--- src/rtl/jt10_adpcm_rom.sv ---
// ADPCM-A sample ROM fetch unit: per-channel byte cache, single-outstanding ROM
// fetch arbiter and a one-slot-latency nibble output stage.
module jt10_adpcm_rom (
   input  logic        clk,
   input  logic        rst_n,
   input  logic        cen,
   input  logic [5:0]  cur_ch,
   input  logic [19:0] addr_in,
   input  logic [3:0]  bank,
   input  logic        sel,
   input  logic        roe_n,
   input  logic        decon,
   input  logic        clr,
   output logic [23:0] rom_addr,
   output logic        rom_cs,
   input  logic [7:0]  rom_data,
   input  logic        rom_ok,
   output logic [3:0]  nib_out,
   output logic        nib_valid,
   output logic [5:0]  out_ch,
   output logic        underrun,
   input  logic        clr_underrun
);

   typedef enum logic {StIdle, StBusy} state_e;

   state_e           st_q, st_d;
   logic [5:0][23:0] tag_q, tag_d;
   logic [5:0][7:0]  data_q, data_d;
   logic [5:0]       valid_q, valid_d;
   logic [5:0]       pending_q, pending_d;
   logic [2:0]       rr_q, rr_d;
   logic [2:0]       fetch_ch_q, fetch_ch_d;
   logic [23:0]      rom_addr_q, rom_addr_d;
   logic             rom_cs_q, rom_cs_d;
   logic [5:0]       req_ch_q, req_ch_d;
   logic             req_sel_q, req_sel_d;
   logic             req_rd_q, req_rd_d;
   logic             req_dec_q, req_dec_d;
   logic [3:0]       nib_q, nib_d;
   logic             nib_valid_q, nib_valid_d;
   logic [5:0]       out_ch_q, out_ch_d;
   logic             underrun_q, underrun_d;

   logic [2:0]  cur_idx, req_idx, pick_idx;
   logic        cur_ok, pick_ok, fetch_hit, bypass, byte_ok, und_set;
   logic [23:0] req_addr;
   logic [7:0]  out_byte;

   function automatic logic [2:0] onehot_idx(input logic [5:0] v);
      logic [2:0] idx;
      idx = '0;
      for (int i = 0; i < 6; i++) begin
         if (v[i]) idx = 3'(i);
      end
      return idx;
   endfunction

   function automatic logic [2:0] rr_idx(input logic [2:0] base, input logic [2:0] off);
      logic [3:0] s;
      s = {1'b0, base} + {1'b0, off};
      return (s >= 4'd6) ? 3'(s - 4'd6) : s[2:0];
   endfunction

   assign cur_idx  = onehot_idx(cur_ch);
   assign req_idx  = onehot_idx(req_ch_q);
   assign cur_ok   = $onehot(cur_ch);
   assign req_addr = {bank, addr_in};

   // rom_addr_q holds the in-flight fetch address; a re-tagged entry rejects it
   assign fetch_hit = (st_q == StBusy) && rom_ok && pending_q[fetch_ch_q] &&
                      (tag_q[fetch_ch_q] == rom_addr_q);
   assign bypass    = fetch_hit && (fetch_ch_q == req_idx);

   always_comb begin
      pick_ok  = 1'b0;
      pick_idx = '0;
      // descending scan so the nearest channel after the pointer wins
      for (int j = 5; j >= 0; j--) begin
         if (pending_q[rr_idx(rr_q, 3'(j))]) begin
            pick_ok  = 1'b1;
            pick_idx = rr_idx(rr_q, 3'(j));
         end
      end
   end

   always_comb begin
      byte_ok  = 1'b0;
      out_byte = '0;
      if (valid_q[req_idx]) begin
         byte_ok  = 1'b1;
         out_byte = data_q[req_idx];
      end else if (bypass) begin
         byte_ok  = 1'b1;
         out_byte = rom_data;
      end
   end

   always_comb begin
      st_d        = st_q;
      tag_d       = tag_q;
      data_d      = data_q;
      valid_d     = valid_q;
      pending_d   = pending_q;
      rr_d        = rr_q;
      fetch_ch_d  = fetch_ch_q;
      rom_addr_d  = rom_addr_q;
      rom_cs_d    = rom_cs_q;
      req_ch_d    = req_ch_q;
      req_sel_d   = req_sel_q;
      req_rd_d    = req_rd_q;
      req_dec_d   = req_dec_q;
      nib_d       = nib_q;
      nib_valid_d = nib_valid_q;
      out_ch_d    = out_ch_q;
      und_set     = 1'b0;

      unique case (st_q)
         StIdle: begin
            if (pick_ok) begin
               st_d       = StBusy;
               rom_cs_d   = 1'b1;
               rom_addr_d = tag_q[pick_idx];
               fetch_ch_d = pick_idx;
               rr_d       = (pick_idx == 3'd5) ? 3'd0 : pick_idx + 3'd1;
            end
         end
         StBusy: begin
            if (rom_ok) begin
               st_d     = StIdle;
               rom_cs_d = 1'b0;
            end
         end
         default: st_d = StIdle;
      endcase

      if (fetch_hit) begin
         data_d[fetch_ch_q]    = rom_data;
         valid_d[fetch_ch_q]   = 1'b1;
         pending_d[fetch_ch_q] = 1'b0;
      end

      // a request in the same clk as a fill overrides it
      if (cen && cur_ok) begin
         if (!roe_n) begin
            if (clr || (req_addr != tag_q[cur_idx])) begin
               tag_d[cur_idx]     = req_addr;
               valid_d[cur_idx]   = 1'b0;
               pending_d[cur_idx] = 1'b1;
            end
         end else if (clr) begin
            valid_d[cur_idx]   = 1'b0;
            pending_d[cur_idx] = 1'b0;
         end
      end

      if (cen) begin
         req_ch_d    = cur_ok ? cur_ch : 6'd0;
         req_sel_d   = sel;
         req_rd_d    = cur_ok & ~roe_n;
         req_dec_d   = cur_ok & decon;
         out_ch_d    = req_ch_q;
         nib_valid_d = req_dec_q;
         nib_d       = '0;
         if (req_rd_q) begin
            if (byte_ok) nib_d = req_sel_q ? out_byte[3:0] : out_byte[7:4];
            else         und_set = 1'b1;
         end
      end

      if (und_set)           underrun_d = 1'b1;
      else if (clr_underrun) underrun_d = 1'b0;
      else                   underrun_d = underrun_q;
   end

   always_ff @(posedge clk or negedge rst_n) begin
      if (!rst_n) begin
         st_q        <= StIdle;
         tag_q       <= '0;
         data_q      <= '0;
         valid_q     <= '0;
         pending_q   <= '0;
         rr_q        <= '0;
         fetch_ch_q  <= '0;
         rom_addr_q  <= '0;
         rom_cs_q    <= 1'b0;
         req_ch_q    <= '0;
         req_sel_q   <= 1'b0;
         req_rd_q    <= 1'b0;
         req_dec_q   <= 1'b0;
         nib_q       <= '0;
         nib_valid_q <= 1'b0;
         out_ch_q    <= '0;
         underrun_q  <= 1'b0;
      end else begin
         st_q        <= st_d;
         tag_q       <= tag_d;
         data_q      <= data_d;
         valid_q     <= valid_d;
         pending_q   <= pending_d;
         rr_q        <= rr_d;
         fetch_ch_q  <= fetch_ch_d;
         rom_addr_q  <= rom_addr_d;
         rom_cs_q    <= rom_cs_d;
         req_ch_q    <= req_ch_d;
         req_sel_q   <= req_sel_d;
         req_rd_q    <= req_rd_d;
         req_dec_q   <= req_dec_d;
         nib_q       <= nib_d;
         nib_valid_q <= nib_valid_d;
         out_ch_q    <= out_ch_d;
         underrun_q  <= underrun_d;
      end
   end

   assign rom_addr  = rom_addr_q;
   assign rom_cs    = rom_cs_q;
   assign nib_out   = nib_q;
   assign nib_valid = nib_valid_q;
   assign out_ch    = out_ch_q;
   assign underrun  = underrun_q;

endmodule

--- config.mk ---
export PLATFORM = sky130hd
export DESIGN_NAME = jt10_adpcm_rom
export DESIGN_NICKNAME = d
export VERILOG_FILES = /design/src/rtl/jt10_adpcm_rom.sv
export SDC_FILE = /design/constraint.sdc
export NUM_CORES = 1
export LEC_CHECK = 0
export ABC_AREA = 1
export CAP_MARGIN = 20
export CELL_PAD_IN_SITES_DETAIL_PLACEMENT = 1
export CELL_PAD_IN_SITES_GLOBAL_PLACEMENT = 1
export CORE_AREA = 2 2 183 185
export CTS_BUF_LIST = sky130_fd_sc_hd__clkbuf_4 sky130_fd_sc_hd__clkbuf_8 sky130_fd_sc_hd__clkbuf_16
export CTS_CLUSTER_SIZE = 16
export DETAILED_ROUTE_END_ITERATION = 8
export DIE_AREA = 0 0 185 187
export GPL_ROUTABILITY_DRIVEN = 0
export MAX_ROUTING_LAYER = met4
export PLACE_DENSITY_LB_ADDON = 0.1
export SLEW_MARGIN = 20
export SYNTH_ARGS = -nofsm -noshare
export SYNTH_HDL_FRONTEND = slang
export SYNTH_SLANG_ARGS = --single-unit
--- constraint.sdc ---
create_clock -name clk -period 5.9 [get_ports clk]
set_input_delay 0.885 -clock clk [delete_from_list [all_inputs] [get_ports clk]]
set_output_delay 0.885 -clock clk [all_outputs]
set_load 0.1 [all_outputs]
Word level (Yosys, flattened, before mapping)
Cells that the tools add are included.
- memory bits (writable): 0
- memories: 0
- memory bits (read-only): 0
- register bits: 257
- latch bits: 0
- shifts and indexed selects: 0
- multipliers: 0
- add/subtract/negate cells: 17
- multiplexer cells: 92
- div/mod/pow operators: 0
- magnitude comparators: 18
- bitwise operators: 11
- reductions and logical operators: 12
- equality and inequality tests: 7
- operators by type and width (cell ; count):
    $bmux W24 S3 ; 3
    $bwmux W144 ; 1
    $mux W24 ; 4
    $demux W24 S3 ; 1
    $mux W6 ; 11
    $mux W3 ; 20
    $bwmux W48 ; 1
    $lt A3 B4 Y1 const B ; 10
    $mux W8 ; 4
    $mux W1 ; 29
    $bmux W1 S3 ; 8
    $bmux W8 S3 ; 1
    $demux W8 S3 ; 1
    $eq A24 B24 Y1 ; 1
    $ne A24 B24 Y1 ; 1
    $ge A4 B3 Y1 const B ; 5
    $and A6 B6 Y6 ; 3
    $sub A3 B3 Y3 const B ; 6
    $mux W4 ; 3
    $not A6 Y6 ; 2
    $or A6 B6 Y6 ; 2
    $add A3 B2 Y4 const B ; 2
    $add A3 B3 Y4 const B ; 2
    $logic_and A1 B1 Y1 ; 7
    other kinds (20) ; 29

Logic depth before layout (Yosys ltp)
- word-level depth: 14
- depth in mapped cells: 25
- depth with buffers taken out: 23

Worst setup path before layout
OpenSTA, ideal clock, no wires.
- path kind: input -> register
- start point: input cur_ch[0]
- end point: register tag_q[37] in the netlist's numbering
- data arrival time: 3718 ps
- cell stages on the path: 15
- library setup time: 128 ps
- path slack: 2054 ps
- cell sequence: fa_1 > inv_1 > fa_1 > inv_1 > ha_1 > fa_1 > nor3b_1 > nand2_1 > clkbuf_1 > nor2_1 > nand3_2 > buf_4 > buf_6 > nand2_1 > o21ai_0
- longest elaborated chain between the ends: 6
- ends and longest elaborated chain (element ; RTL line ; text):
    start: declaration ; 7 ; input logic [5:0] cur_ch,
    $add A1 B1 Y2 (not written as such) ; 67 ; assign cur_ok = $onehot(cur_ch);
    $add A2 B2 Y3 (not written as such) ; 67 ;
    $add A3 B2 Y3 (not written as such) ; 67 ;
    $eq A3 B1 Y1 ; 67 ;
    $logic_and A1 B1 Y1 ; 144 ; if (cen && cur_ok) begin
    $reduce_and A3 Y1 (no source line) ; - ;
    end signal: assignment ; 197 ; tag_q <= tag_d;
    end: declaration ; 28 ; logic [5:0][23:0] tag_q, tag_d;
No other way between the ends.
A chain may end at the register's enable or synchronous reset.

Worst setup path in the final report
- start point: register rr_q[0]
- end point: register rr_q[2]
- longest elaborated chain between the ends: 13
- ends and longest elaborated chain (element ; RTL line ; text):
    start: declaration ; 32 ; logic [2:0] rr_q, rr_d;
    start signal: assignment ; 201 ; rr_q <= rr_d;
    $add A3 B3 Y4 ; 61 ; s = {1'b0, base} + {1'b0, off};
    $ge A4 B3 Y1 or $sub A3 B3 Y3 (tied branches) ; 62 ; return (s >= 4'd6) ? 3'(s - 4'd6) : s[2:0];
    $mux W3 ; 62 ;
    $bmux W1 S3 ; 80 ; if (pending_q[rr_idx(rr_q, 3'(j))]) begin
    $mux W1 (not written as such) ; 80 ;
    $mux W3 (6 in a row) ; 80 ;
    $add A3 B1 Y3 or $eq A3 B3 Y1 (tied branches) ; 125 ; rr_d = (pick_idx == 3'd5) ? 3'd0 : pick_idx + 3'd1;
    $mux W3 ; 125 ;
Several ways; a longest one is shown, not always the timed one. The select of a mux whose other input is x is not followed.

==> key figures <==
Outcome
  • Status: finished, final reports clean

Yosys
  • Ys async rst share: 1.000
  • Yosys reg bits: approximately 260
  • Avg Cell Area, Syn: slightly above 7 sq um
  • Syn. warnings: 0
  • Post-synth EDFFs: 0
  • Post-Syn Nets: around 2,200
  • Sequential element share of the synthesized area: 0.4150
  • Syn Std Cell Area: 0.01550 sq mm
  • Distinct cells, synth: 53
  • Syn Inst Count: between 2,000 and 2,500
  • Ys flop type: dfrtp_1

Placement
  • Place WS: ~0.64 ns
  • DPL Wire Length: 41,180 microns
  • PortBufs: 83

Clock tree
  • Post-CTS setup buffer count: 0
  • Sink Count: ~260
  • CTS Buf Count: 31
  • Reg clk slew, reported paths: 0.06 ns
  • CTS tree: done
  • Post-CTS Hold Buffers: 0
  • Clock buffer depth: 3
  • Worst-skew pair later-pin latency: 0.58 ns
  • Number of H-tree levels: 1
  • Clk root buf: clkbuf_16
  • Post-CTS Resized: 0

Layout
  • Final Util: 0.5389
  • Filler Cells Inserted: roughly 4,300
  • Layout cell share with drive strength beyond 1: 0.07040
  • Most frequent cells in the layout: nand2_1, dfrtp_1, o21ai_0, inv_1, nand3_1
  • Most common cell after layout, fill and taps aside: nand2_1
  • Area Growth Syn to Fin: 14.26%
  • Layout Nets: between 2,000 and 2,500

Setup path
  • Worst Setup Path Type: flip-flop to flip-flop
  • Worst EP arrival: between 5 and 6 ns
  • CP delay by family, top: simple AND/OR/NAND/NOR gates
  • CP peak stage delay: roughly 0.76 ns
  • CP max FO: 18
  • CP required: between 6 and 7 ns
  • Critical Path, Cell by Cell: inv_2 -> ha_1 -> inv_1 -> nand2_1 -> nand2_1 -> nand2_1 -> nand3_1 -> nand2_1 -> nand3_1 -> nand4_1 -> nand2_1 -> nand2_1 -> nand2_1 -> nand2_1 -> nand2_1 -> nand2_2 -> buf_4 -> clkinv_1 -> nand2_1 -> nand2_1 -> o21ai_0 -> o21ai_0
  • CP Buf/Inv Count: 4
  • Most frequent CP cell: nand2_1
  • Worst Setup Start Kind: flip-flop
  • Slowest stage cell, crit path: dfrtp_1
  • Endpoint class of the critical path: flip-flop

Timing
  • Hold Slack: about 0.35 ns
  • Minimum clock period: approximately 4.8 ns
  • Max-slew violations: 0
  • Final hold violation count: 0
  • Crit share post-route: 0.8116
  • Post-route setup TNS: 0 ns
  • Relative slew margins: 0.2991
  • Final setup viols: 0
  • Max Fclk: approximately 210 MHz
  • Slew at the pin with the worst max-slew slack: between 1 and 1.5 ns
  • Setup WS post-layout: 1.112 ns
  • RSZ-0062 raised after global routing: false
  • Clock Skews: ~0.011 ns

Global routing
  • Total track usage: 0.3652
  • Pin count of the biggest net entering global routing: 143
  • Initial antenna violation count: 1
  • GRT overflow: 0
  • First-pass GRT wire length: between 90,000 and 100,000 microns
  • Vias in the first global route: 16,590

Floorplan
  • Initial core utilization: 0.4716
  • DIE HEIGHT: between 150 and 200 microns
  • Row cnt: 67
  • Core area: roughly 0.033 sq mm
  • Ports: 84
  • Die Area: roughly 0.035 sq mm
  • Die Wd: ~190 microns

Power
  • Power density over the cells: ~650 mW/mm^2
  • Total chip power: between 10 and 15 mW
  • Worst vdd ir: between 1000 and 1500 uV
  • Pleak: 8.456 nW

Route
  • Final ANT Viol Nets: 0
  • # DRC: 0
  • DR WL/cell: 22.80 microns
  • Initial DRC count: 1,258
  • Routed vias: about 16,000
  • Via/cell ratio: roughly 6.0
  • 1st-pass router iterations: 5
  • Final wirelength: just over 60,000 microns

Hold path
  • Worst Hold Class: primary input to asynchronous set/reset pin

Job
  • MaxCap Viol Count: 0
==> kinds of logic (layout without fill, tap and decap cells) <==
logic type | after synthesis | after routing | synth area share
AOI/OAI and AO/OA | 493 | 493 | 0.1774
and+or+nand+nor | 1048 | 1048 | 0.2935
other | 0 | 1 | 0
xor gates and xnor gates | 13 | 13 | 0.007346
DFF | 257 | 257 | 0.4150
adders and majority gates | 13 | 13 | 0.01195
buffers and inverters | 338 | 406 | 0.09486
==> cell usage after synthesis, types with 9 or more instances <==
cell type  number  area [sq um]
ha_1           10         125.1
buf_2          37         185.2
nor2_1         82         307.8
inv_1         214         803.3
o22ai_1        52         325.3
nand3_1       155         775.7
a22oi_1        18         135.1
a21oi_1        75         375.4
o21ai_0       244          1221
buf_4          13         97.59
nand4_1        77         481.7
dfrtp_1       257          6431
or2_2          10         62.56
inv_2          15         56.30
nand2_2         9         56.30
clkbuf_1       35         131.4
nand2_1       676          2537
o21ai_1        52         260.3
o21a_1         14         105.1
buf_6          14         157.7
==> sequential cells by signal, summed over array words and instances (netlist names) <==
signal,cells
pending_q,6
req_dec_q,1
req_rd_q,1
underrun,1
fetch_ch_q,3
out_ch,6
rom_cs,1
nib_out,4
rom_addr,24
req_sel_q,1
tag_q,144
nib_valid,1
valid_q,6
rr_q,3
req_ch_q,6
data_q,48
st_q,1
==> through the flow <==
stage,instance area (sq um),instances
finish,17710,2679
global placement,16630,2621
detailed placement,16660,2622
floorplan,15500,2162
global route,17710,2679
CTS,17710,2678
==> path summary, 6_finish.rpt <==
kind | slack [ns] | to | cells after the start | from
setup reg to reg | 1.11 | rr_q[2]$_DFFE_PN0P_ | 22 | rr_q[0]$_DFFE_PN0P_
setup / recovery | 1.11 | rr_q[2]$_DFFE_PN0P_ | 22 | rr_q[0]$_DFFE_PN0P_
hold / removal | 0.35 | out_ch[0]$_DFFE_PN0P_ | 1 | rst_n
hold reg to reg | 0.47 | out_ch[0]$_DFFE_PN0P_ | 2 | out_ch[0]$_DFFE_PN0P_
min in group clk | 0.47 | out_ch[0]$_DFFE_PN0P_ | 2 | out_ch[0]$_DFFE_PN0P_
max in group asynchronous | 4.23 | tag_q[38]$_DFFE_PN0P_ | 2 | rst_n
==> area by class of cell <==
type	instances	area (sq um)	share of cell area
timing repair buffer	117	1174	0.06628
antenna	1	2.502	0.0001413
tap	448	560.5	0.03165
clock inverter	11	115.1	0.006500
clock buffer	45	930.9	0.05257
sequential	257	6431	0.3632
inverter	233	874.6	0.04939
multi-input combinational	1567	7620	0.4303
==> worst reg2reg max path, delay by kind of cell (launching register included) <==
kind                     cells  cell delay (ns)
AO/OA/AOI/OAI                2             0.24
adder cells (fa/ha/maj)      1             0.50
buffers and inverters        4             1.36
flip-flops                   1             0.76
AND/OR/NAND/NOR             15             1.79
==> power breakdown <==
group	leakage, nW	total (mW)	internal (mW)	switching, mW
registers	3.41	2.59	2.17	0.427
logic	4.52	6.98	1.75	5.23
clock network	0.527	1.97	1.17	0.793
total	8.46	11.5	5.09	6.45
==> layer usage <==
metal / global-route usage / vias to the layer above / part of all wire
li1: - / 7261 / -
met1: 0.4518 / 8022 / 0.41
met2: 0.5798 / 656 / 0.46
met3: 0.05510 / 232 / 0.066
met4: 0.1874 / 0 / 0.060
met5: - / - / 0
Power figures use the tool's default switching activity.
